--- src/rtl/multi_cycle_control_pkg.sv ---
// Shared encodings for the multi-cycle MIPS control FSM: states, opcodes,
// mux/ALU class codes and the bundled control word.
package multi_cycle_control_pkg;

  typedef enum logic [3:0] {
    StFetch  = 4'd0,
    StDecode = 4'd1,
    StMemAdr = 4'd2,
    StMemRd  = 4'd3,
    StMemWb  = 4'd4,
    StMemWr  = 4'd5,
    StExec   = 4'd6,
    StRwb    = 4'd7,
    StBranch = 4'd8,
    StAddiEx = 4'd9,
    StAddiWb = 4'd10,
    StJump   = 4'd11
  } state_e;

  localparam logic [5:0] OpR    = 6'b000000;
  localparam logic [5:0] OpLw   = 6'b100011;
  localparam logic [5:0] OpSw   = 6'b101011;
  localparam logic [5:0] OpBeq  = 6'b000100;
  localparam logic [5:0] OpAddi = 6'b001000;
  localparam logic [5:0] OpJ    = 6'b000010;

  localparam logic [1:0] AluOpAdd   = 2'b00;
  localparam logic [1:0] AluOpSub   = 2'b01;
  localparam logic [1:0] AluOpFunct = 2'b10;

  localparam logic [1:0] SrcBReg   = 2'b00;
  localparam logic [1:0] SrcBFour  = 2'b01;
  localparam logic [1:0] SrcBImm   = 2'b10;
  localparam logic [1:0] SrcBImmSh = 2'b11;

  localparam logic [1:0] PcSrcAlu    = 2'b00;
  localparam logic [1:0] PcSrcAluOut = 2'b01;
  localparam logic [1:0] PcSrcJump   = 2'b10;

  typedef struct packed {
    logic       pc_write;
    logic       pc_write_cond;
    logic       iord;
    logic       mem_read;
    logic       mem_write;
    logic       mem_to_reg;
    logic       ir_write;
    logic       alu_src_a;
    logic       reg_write;
    logic       reg_dst;
    logic [1:0] pc_source;
    logic [1:0] alu_op;
    logic [1:0] alu_src_b;
  } ctrl_t;

endpackage

--- src/rtl/multi_cycle_control_if.sv ---
// Controller <-> datapath signal bundle; master is the controller side.
interface multi_cycle_control_if;

  logic [5:0] opcode;
  logic       PCWrite;
  logic       PCWriteCond;
  logic       IorD;
  logic       MemRead;
  logic       MemWrite;
  logic       MemtoReg;
  logic       IRWrite;
  logic       ALUSrcA;
  logic       RegWrite;
  logic       RegDst;
  logic [1:0] PCSource;
  logic [1:0] ALUOp;
  logic [1:0] ALUSrcB;
  logic [3:0] state;
  logic       illegal_op;

  modport master (
    input  opcode,
    output PCWrite, PCWriteCond, IorD, MemRead, MemWrite, MemtoReg, IRWrite, ALUSrcA,
           RegWrite, RegDst, PCSource, ALUOp, ALUSrcB, state, illegal_op
  );

  modport slave (
    output opcode,
    input  PCWrite, PCWriteCond, IorD, MemRead, MemWrite, MemtoReg, IRWrite, ALUSrcA,
           RegWrite, RegDst, PCSource, ALUOp, ALUSrcB, state, illegal_op
  );

endinterface

--- src/rtl/mc_ctrl_decode.sv ---
// Moore output decode: control word as a pure function of the FSM state.
module mc_ctrl_decode
  import multi_cycle_control_pkg::*;
(
  input  state_e i_state,
  output ctrl_t  o_ctrl
);

  always_comb begin
    o_ctrl = '0;
    case (i_state)
      StFetch: begin
        o_ctrl.mem_read  = 1'b1;
        o_ctrl.ir_write  = 1'b1;
        o_ctrl.pc_write  = 1'b1;
        o_ctrl.alu_src_b = SrcBFour;
        o_ctrl.alu_op    = AluOpAdd;
        o_ctrl.pc_source = PcSrcAlu;
      end
      StDecode: o_ctrl.alu_src_b = SrcBImmSh;
      StMemAdr, StAddiEx: begin
        o_ctrl.alu_src_a = 1'b1;
        o_ctrl.alu_src_b = SrcBImm;
      end
      StMemRd: begin
        o_ctrl.mem_read = 1'b1;
        o_ctrl.iord     = 1'b1;
      end
      StMemWb: begin
        o_ctrl.reg_write  = 1'b1;
        o_ctrl.mem_to_reg = 1'b1;
      end
      StMemWr: begin
        o_ctrl.mem_write = 1'b1;
        o_ctrl.iord      = 1'b1;
      end
      StExec: begin
        o_ctrl.alu_src_a = 1'b1;
        o_ctrl.alu_src_b = SrcBReg;
        o_ctrl.alu_op    = AluOpFunct;
      end
      StRwb: begin
        o_ctrl.reg_write = 1'b1;
        o_ctrl.reg_dst   = 1'b1;
      end
      StBranch: begin
        o_ctrl.alu_src_a     = 1'b1;
        o_ctrl.alu_op        = AluOpSub;
        o_ctrl.pc_source     = PcSrcAluOut;
        o_ctrl.pc_write_cond = 1'b1;
      end
      StAddiWb: o_ctrl.reg_write = 1'b1;
      StJump: begin
        o_ctrl.pc_write  = 1'b1;
        o_ctrl.pc_source = PcSrcJump;
      end
      // Unused codes 12-15 keep everything deasserted.
      default: ;
    endcase
  end

endmodule

--- src/rtl/multi_cycle_control.sv ---
// Multi-cycle MIPS control unit: state and sticky illegal-opcode registers plus
// next-state logic; outputs come from the mc_ctrl_decode Moore decoder.
module multi_cycle_control
  import multi_cycle_control_pkg::*;
(
  input logic                   clk,
  input logic                   rst_n,
  multi_cycle_control_if.master ctrl_bus
);

  state_e r_state;
  state_e w_state_next;
  logic   r_illegal_op;
  logic   w_illegal_op_next;
  ctrl_t  w_ctrl;

  always_ff @(posedge clk or negedge rst_n) begin
    if (!rst_n) begin
      r_state      <= StFetch;
      r_illegal_op <= 1'b0;
    end else begin
      r_state      <= w_state_next;
      r_illegal_op <= w_illegal_op_next;
    end
  end

  always_comb begin
    w_state_next      = StFetch;
    w_illegal_op_next = r_illegal_op;
    case (r_state)
      StFetch: w_state_next = StDecode;
      StDecode: begin
        case (ctrl_bus.opcode)
          OpLw, OpSw: w_state_next = StMemAdr;
          OpR:        w_state_next = StExec;
          OpBeq:      w_state_next = StBranch;
          OpAddi:     w_state_next = StAddiEx;
          OpJ:        w_state_next = StJump;
          // Unsupported opcode: flag it and refetch rather than stall.
          default:    w_illegal_op_next = 1'b1;
        endcase
      end
      StMemAdr: w_state_next = (ctrl_bus.opcode == OpSw) ? StMemWr : StMemRd;
      StMemRd:  w_state_next = StMemWb;
      StExec:   w_state_next = StRwb;
      StAddiEx: w_state_next = StAddiWb;
      default:  w_state_next = StFetch;
    endcase
  end

  mc_ctrl_decode u_decode (
    .i_state (r_state),
    .o_ctrl  (w_ctrl)
  );

  assign ctrl_bus.PCWrite     = w_ctrl.pc_write;
  assign ctrl_bus.PCWriteCond = w_ctrl.pc_write_cond;
  assign ctrl_bus.IorD        = w_ctrl.iord;
  assign ctrl_bus.MemRead     = w_ctrl.mem_read;
  assign ctrl_bus.MemWrite    = w_ctrl.mem_write;
  assign ctrl_bus.MemtoReg    = w_ctrl.mem_to_reg;
  assign ctrl_bus.IRWrite     = w_ctrl.ir_write;
  assign ctrl_bus.ALUSrcA     = w_ctrl.alu_src_a;
  assign ctrl_bus.RegWrite    = w_ctrl.reg_write;
  assign ctrl_bus.RegDst      = w_ctrl.reg_dst;
  assign ctrl_bus.PCSource    = w_ctrl.pc_source;
  assign ctrl_bus.ALUOp       = w_ctrl.alu_op;
  assign ctrl_bus.ALUSrcB     = w_ctrl.alu_src_b;
  assign ctrl_bus.state       = r_state;
  assign ctrl_bus.illegal_op  = r_illegal_op;

endmodule

--- src/flat_wrapper.sv ---
// flat-port wrapper written by rule: the top's interface ports become plain ports
module multi_cycle_control_flat import multi_cycle_control_pkg::*;
  (clk, rst_n, ctrl_bus_opcode, ctrl_bus_PCWrite, ctrl_bus_PCWriteCond, ctrl_bus_IorD, ctrl_bus_MemRead, ctrl_bus_MemWrite, ctrl_bus_MemtoReg, ctrl_bus_IRWrite, ctrl_bus_ALUSrcA, ctrl_bus_RegWrite, ctrl_bus_RegDst, ctrl_bus_PCSource, ctrl_bus_ALUOp, ctrl_bus_ALUSrcB, ctrl_bus_state, ctrl_bus_illegal_op);
  multi_cycle_control_if ctrl_bus_i ();
  input logic clk;
  input logic rst_n;
  input wire logic [$bits(ctrl_bus_i.opcode)-1:0] ctrl_bus_opcode;
  output wire logic [$bits(ctrl_bus_i.PCWrite)-1:0] ctrl_bus_PCWrite;
  output wire logic [$bits(ctrl_bus_i.PCWriteCond)-1:0] ctrl_bus_PCWriteCond;
  output wire logic [$bits(ctrl_bus_i.IorD)-1:0] ctrl_bus_IorD;
  output wire logic [$bits(ctrl_bus_i.MemRead)-1:0] ctrl_bus_MemRead;
  output wire logic [$bits(ctrl_bus_i.MemWrite)-1:0] ctrl_bus_MemWrite;
  output wire logic [$bits(ctrl_bus_i.MemtoReg)-1:0] ctrl_bus_MemtoReg;
  output wire logic [$bits(ctrl_bus_i.IRWrite)-1:0] ctrl_bus_IRWrite;
  output wire logic [$bits(ctrl_bus_i.ALUSrcA)-1:0] ctrl_bus_ALUSrcA;
  output wire logic [$bits(ctrl_bus_i.RegWrite)-1:0] ctrl_bus_RegWrite;
  output wire logic [$bits(ctrl_bus_i.RegDst)-1:0] ctrl_bus_RegDst;
  output wire logic [$bits(ctrl_bus_i.PCSource)-1:0] ctrl_bus_PCSource;
  output wire logic [$bits(ctrl_bus_i.ALUOp)-1:0] ctrl_bus_ALUOp;
  output wire logic [$bits(ctrl_bus_i.ALUSrcB)-1:0] ctrl_bus_ALUSrcB;
  output wire logic [$bits(ctrl_bus_i.state)-1:0] ctrl_bus_state;
  output wire logic [$bits(ctrl_bus_i.illegal_op)-1:0] ctrl_bus_illegal_op;
  assign ctrl_bus_i.opcode = ctrl_bus_opcode;
  assign ctrl_bus_PCWrite = ctrl_bus_i.PCWrite;
  assign ctrl_bus_PCWriteCond = ctrl_bus_i.PCWriteCond;
  assign ctrl_bus_IorD = ctrl_bus_i.IorD;
  assign ctrl_bus_MemRead = ctrl_bus_i.MemRead;
  assign ctrl_bus_MemWrite = ctrl_bus_i.MemWrite;
  assign ctrl_bus_MemtoReg = ctrl_bus_i.MemtoReg;
  assign ctrl_bus_IRWrite = ctrl_bus_i.IRWrite;
  assign ctrl_bus_ALUSrcA = ctrl_bus_i.ALUSrcA;
  assign ctrl_bus_RegWrite = ctrl_bus_i.RegWrite;
  assign ctrl_bus_RegDst = ctrl_bus_i.RegDst;
  assign ctrl_bus_PCSource = ctrl_bus_i.PCSource;
  assign ctrl_bus_ALUOp = ctrl_bus_i.ALUOp;
  assign ctrl_bus_ALUSrcB = ctrl_bus_i.ALUSrcB;
  assign ctrl_bus_state = ctrl_bus_i.state;
  assign ctrl_bus_illegal_op = ctrl_bus_i.illegal_op;
  multi_cycle_control u_core (.clk(clk), .rst_n(rst_n), .ctrl_bus(ctrl_bus_i));
endmodule
--- config.mk ---
export PLATFORM = sky130hd
export DESIGN_NAME = multi_cycle_control_flat
export DESIGN_NICKNAME = d
export VERILOG_FILES = /design/src/rtl/multi_cycle_control_pkg.sv /design/src/rtl/multi_cycle_control_if.sv /design/src/rtl/mc_ctrl_decode.sv /design/src/rtl/multi_cycle_control.sv /design/src/flat_wrapper.sv
export SDC_FILE = /design/constraint.sdc
export NUM_CORES = 1
export LEC_CHECK = 0
export ABC_AREA = 1
export CORE_UTILIZATION = 40
export CTS_BUF_LIST = sky130_fd_sc_hd__clkbuf_16
export DETAILED_ROUTE_END_ITERATION = 10
export GPL_ROUTABILITY_DRIVEN = 0
export MAX_ROUTING_LAYER = met4
export PLACE_DENSITY = 0.82
export RECOVER_POWER = 100
export SYNTH_ARGS = -nofsm -noshare
export SYNTH_HDL_FRONTEND = slang
export SYNTH_HIERARCHICAL = 1
export SYNTH_SLANG_ARGS = --single-unit
--- constraint.sdc ---
create_clock -name clk -period 3 [get_ports clk]
set_input_delay 0.9 -clock clk [delete_from_list [all_inputs] [get_ports clk]]
set_output_delay 0.9 -clock clk [all_outputs]
set_load 0.02 [all_outputs]
==> summary.md <==
| Metric | Value |
|---|---|
| Max Fclk | roughly 370 MHz |
| CTS root buffer | clkbuf_16 |
| Yosys cell types | 17 |
| Top Ports | 29 |
| Min cycle time layout | 2.69 ns |
| DPL Wire Length | about 1100 µm |
| Place WS | 0.615 ns |
| Number of flops mapped to enable cells by yosys | 0 |
| Post-CTS sizing | 0 |
| Clock slew at reported path FFs | about 0.030 ns |
| Required @ worst endpoint | ~2.1 ns |
| Critical path endpoint category | output port |
| Total GRT Usage | 0.256 |
| Status | completed |
| Crit share post-route | 0.896 |
| M2 GR Usage | 0.483 |
| Vias per std cell | between 4 and 5 |
| Synth Instances | 95 |
| Deepest clock path buffer count | 2 |
| Die Wd | 38.8 µm |
| Top_reg_cell synth | dfrtp_1 |
| Worst Tran Pin Value | 0.316 ns |
| Fillers | roughly 110 |
| Max-slew violation count | 0 |
| Post-synth top area cell | dfrtp_1 |
| Synth top area cells | dfrtp_1 23%, nand2_1 17%, inv_1 12% |
| Vias | slightly below 700 |
| WL/cell | about 11 µm |
| Total die area | 1510 µm² |
| GR Layer Usage met1 | 0.240 |
| Hold Buf Count CTS | 0 |
| Crit-path most repeated cell | nand2_1 |
| Endpoints failing hold | 0 |
| Number of core rows | 12 |
| Dpl cell area | around 830 µm² |
| Most crowded layer after global routing | met2 |
| Layout cell share with drive strength beyond 1 | 0.0952 |
| Mapped Area | approximately 540 µm² |
| Crit path kind | flop to output port |
| Worst skew pair latency | between 0.2 and 0.25 ns |
| Top-count cell post-synth | nand2_1 |
| Max stage delay on crit path | 0.67 ns |
| DRC viols | 0 |
| Finished Cell Area | ~900 µm² |
| Antenna violations before repair | 0 |
| First-pass detailed-route iteration total | 4 |
| CTS tree | built |
| Total clock buffers created by CTS | 3 |
| Synth top area share | 0.231 |
| CP Launch Type | flop |
| Register Area | between 100 and 150 µm² |
| Lkg Pwr | 0.513 nW |
| Area growth, synth to finish | 66.3% |
| Core Footprint | 1190 µm² |
| Setup Buffers After CTS | 0 |
| Routed wire length | around 1500 µm |
| CP max-delay cell | dlygate4sd3_1 |
| Met3 Use GR | 0.0694 |
| Sequence of cells on the critical path | inv_1, nand2_1, inv_1, nand2_1, nand2_1, dlygate4sd3_1 |
| Synthesis Warnings | 6 |
| Worst Hold Class | flop to flop |
| Fin nets | ~140 |
| PortBufs | 28 |
| Vias in the first global route | 635 |
| Overflow after GRT | 0 |
| Syn nets | 103 |
| Synth Register Bits | 5 |
| Max_cap viols | 0 |
| Largest net degree at the start of global routing | 9 |
| Area of the multi-input gates | 332 µm² |
| Slew HR | 0.788 |
| Fin Setup TNS | 0 ns |
| First-pass GRT wire length | approximately 2500 µm |
| WHS | around 0.47 ns |
| Fraction of registers with async set/reset | 1.00 |
| Synth cell count leaders | 25 x nand2_1, 18 x inv_1, 16 x nor2_1, 9 x nand3_1 |
| Die height | around 39 µm |
| Post-synthesis sequential area ratio | 0.231 |
| Worst-path fanout max | 8 |
| Crit path DAT | roughly 1.8 ns |
| Max Clock Skew | between 0.003 and 0.004 ns |
| RSZ-0062 raised after global routing | no |
| Avg Synthesized Cell Area | around 5.7 µm² |
| Utilization after layout | 0.759 |
| Clock Sinks | 5 |
| Final setup viols | 0 |
| Starting Density | 0.457 |
| Htree depth | 1 |
| DRT antenna net count | 0 |
| Final setup margin | between 0.3 and 0.4 ns |
| N_diodes | 0 |
| DR iter-0 viols | 15 |
| Worst ir drop on vdd | about 560 µV |
| PD cells | between 800 and 900 nW/µm² |
[flip-flops by register name, indices dropped and copies added, names as in the netlist]
signal,flops
u_core/ctrl_bus.illegal_op,1
u_core/ctrl_bus.state,4
[layer usage]
metal,routed length (µm),vias up
met4,28,0
met3,86,5
li1,-,352
met2,770,26
met1,609,305
met5,0,-
[cell usage in the layout, fill, tap and decap left out, drive strengths merged]
cell            n
a21boi          1
o21ai           4
nor2           22
clkbuf          3
nand2b          1
nand2          27
dfrtp           5
clkdlybuf4s50   5
inv            19
nand3          11
a21oi           3
nor3            1
dlygate4sd3    23
nand4           1
[through the flow]
stage / total power [W] / instances
4_1_cts: 0.000849 / 140
2_1_floorplan: 0.000412 / 95
5_1_grt: 0.000864 / 140
3_3_place_gp: 0.000620 / 136
3_5_place_dp: 0.000628 / 136
6_report: 0.000811 / 140
[final cells by class]
class	count	share of cell area
Inverter	18	0.0750
Clock buffer	3	0.0833
Sequential cell	5	0.139
Multi-Input combinational cell	71	0.368
Timing Repair Buffer	28	0.311
Tap cell	14	0.0194
Clock inverter	1	0.00417
[final timing paths]
path,startpoint,to,slack [ns],cells past startpoint
max,u_core/ctrl_bus.state[0],ctrl_bus_RegWrite,0.31,6
min,u_core/ctrl_bus.illegal_op,u_core/ctrl_bus.illegal_op,0.47,2
max reg2reg,u_core/ctrl_bus.state[3],u_core/ctrl_bus.illegal_op,1.82,7
min reg2reg,u_core/ctrl_bus.illegal_op,u_core/ctrl_bus.illegal_op,0.47,2
max in group asynchronous,rst_n,u_core/ctrl_bus.state[0],1.86,1
min in group asynchronous,rst_n,u_core/ctrl_bus.state[2],0.95,1
[worst max-delay path, delay by kind of cell (launching register included)]
| family | cells | cell delay, ns |
|---|---|---|
| buffers and inverters | 3 | 0.85 |
| AND/OR/NAND/NOR | 3 | 0.26 |
| flip-flops | 1 | 0.45 |
[logic make-up after synthesis]
logic type / count (synthesis) / synth area share
buf+inv: 19 / 0.139
compound gates: 8 / 0.0924
simple gates: 63 / 0.538
flops: 5 / 0.231
[report_power, final]
group	internal (W)	switching, W	total, W	leakage, nW
combinational	0.000190	0.000285	0.000475	0.409
clock	0.000173	0.0000458	0.000219	0.0423
sequential	0.0000843	0.0000325	0.000117	0.0619
Power figures use the tool's default switching activity.
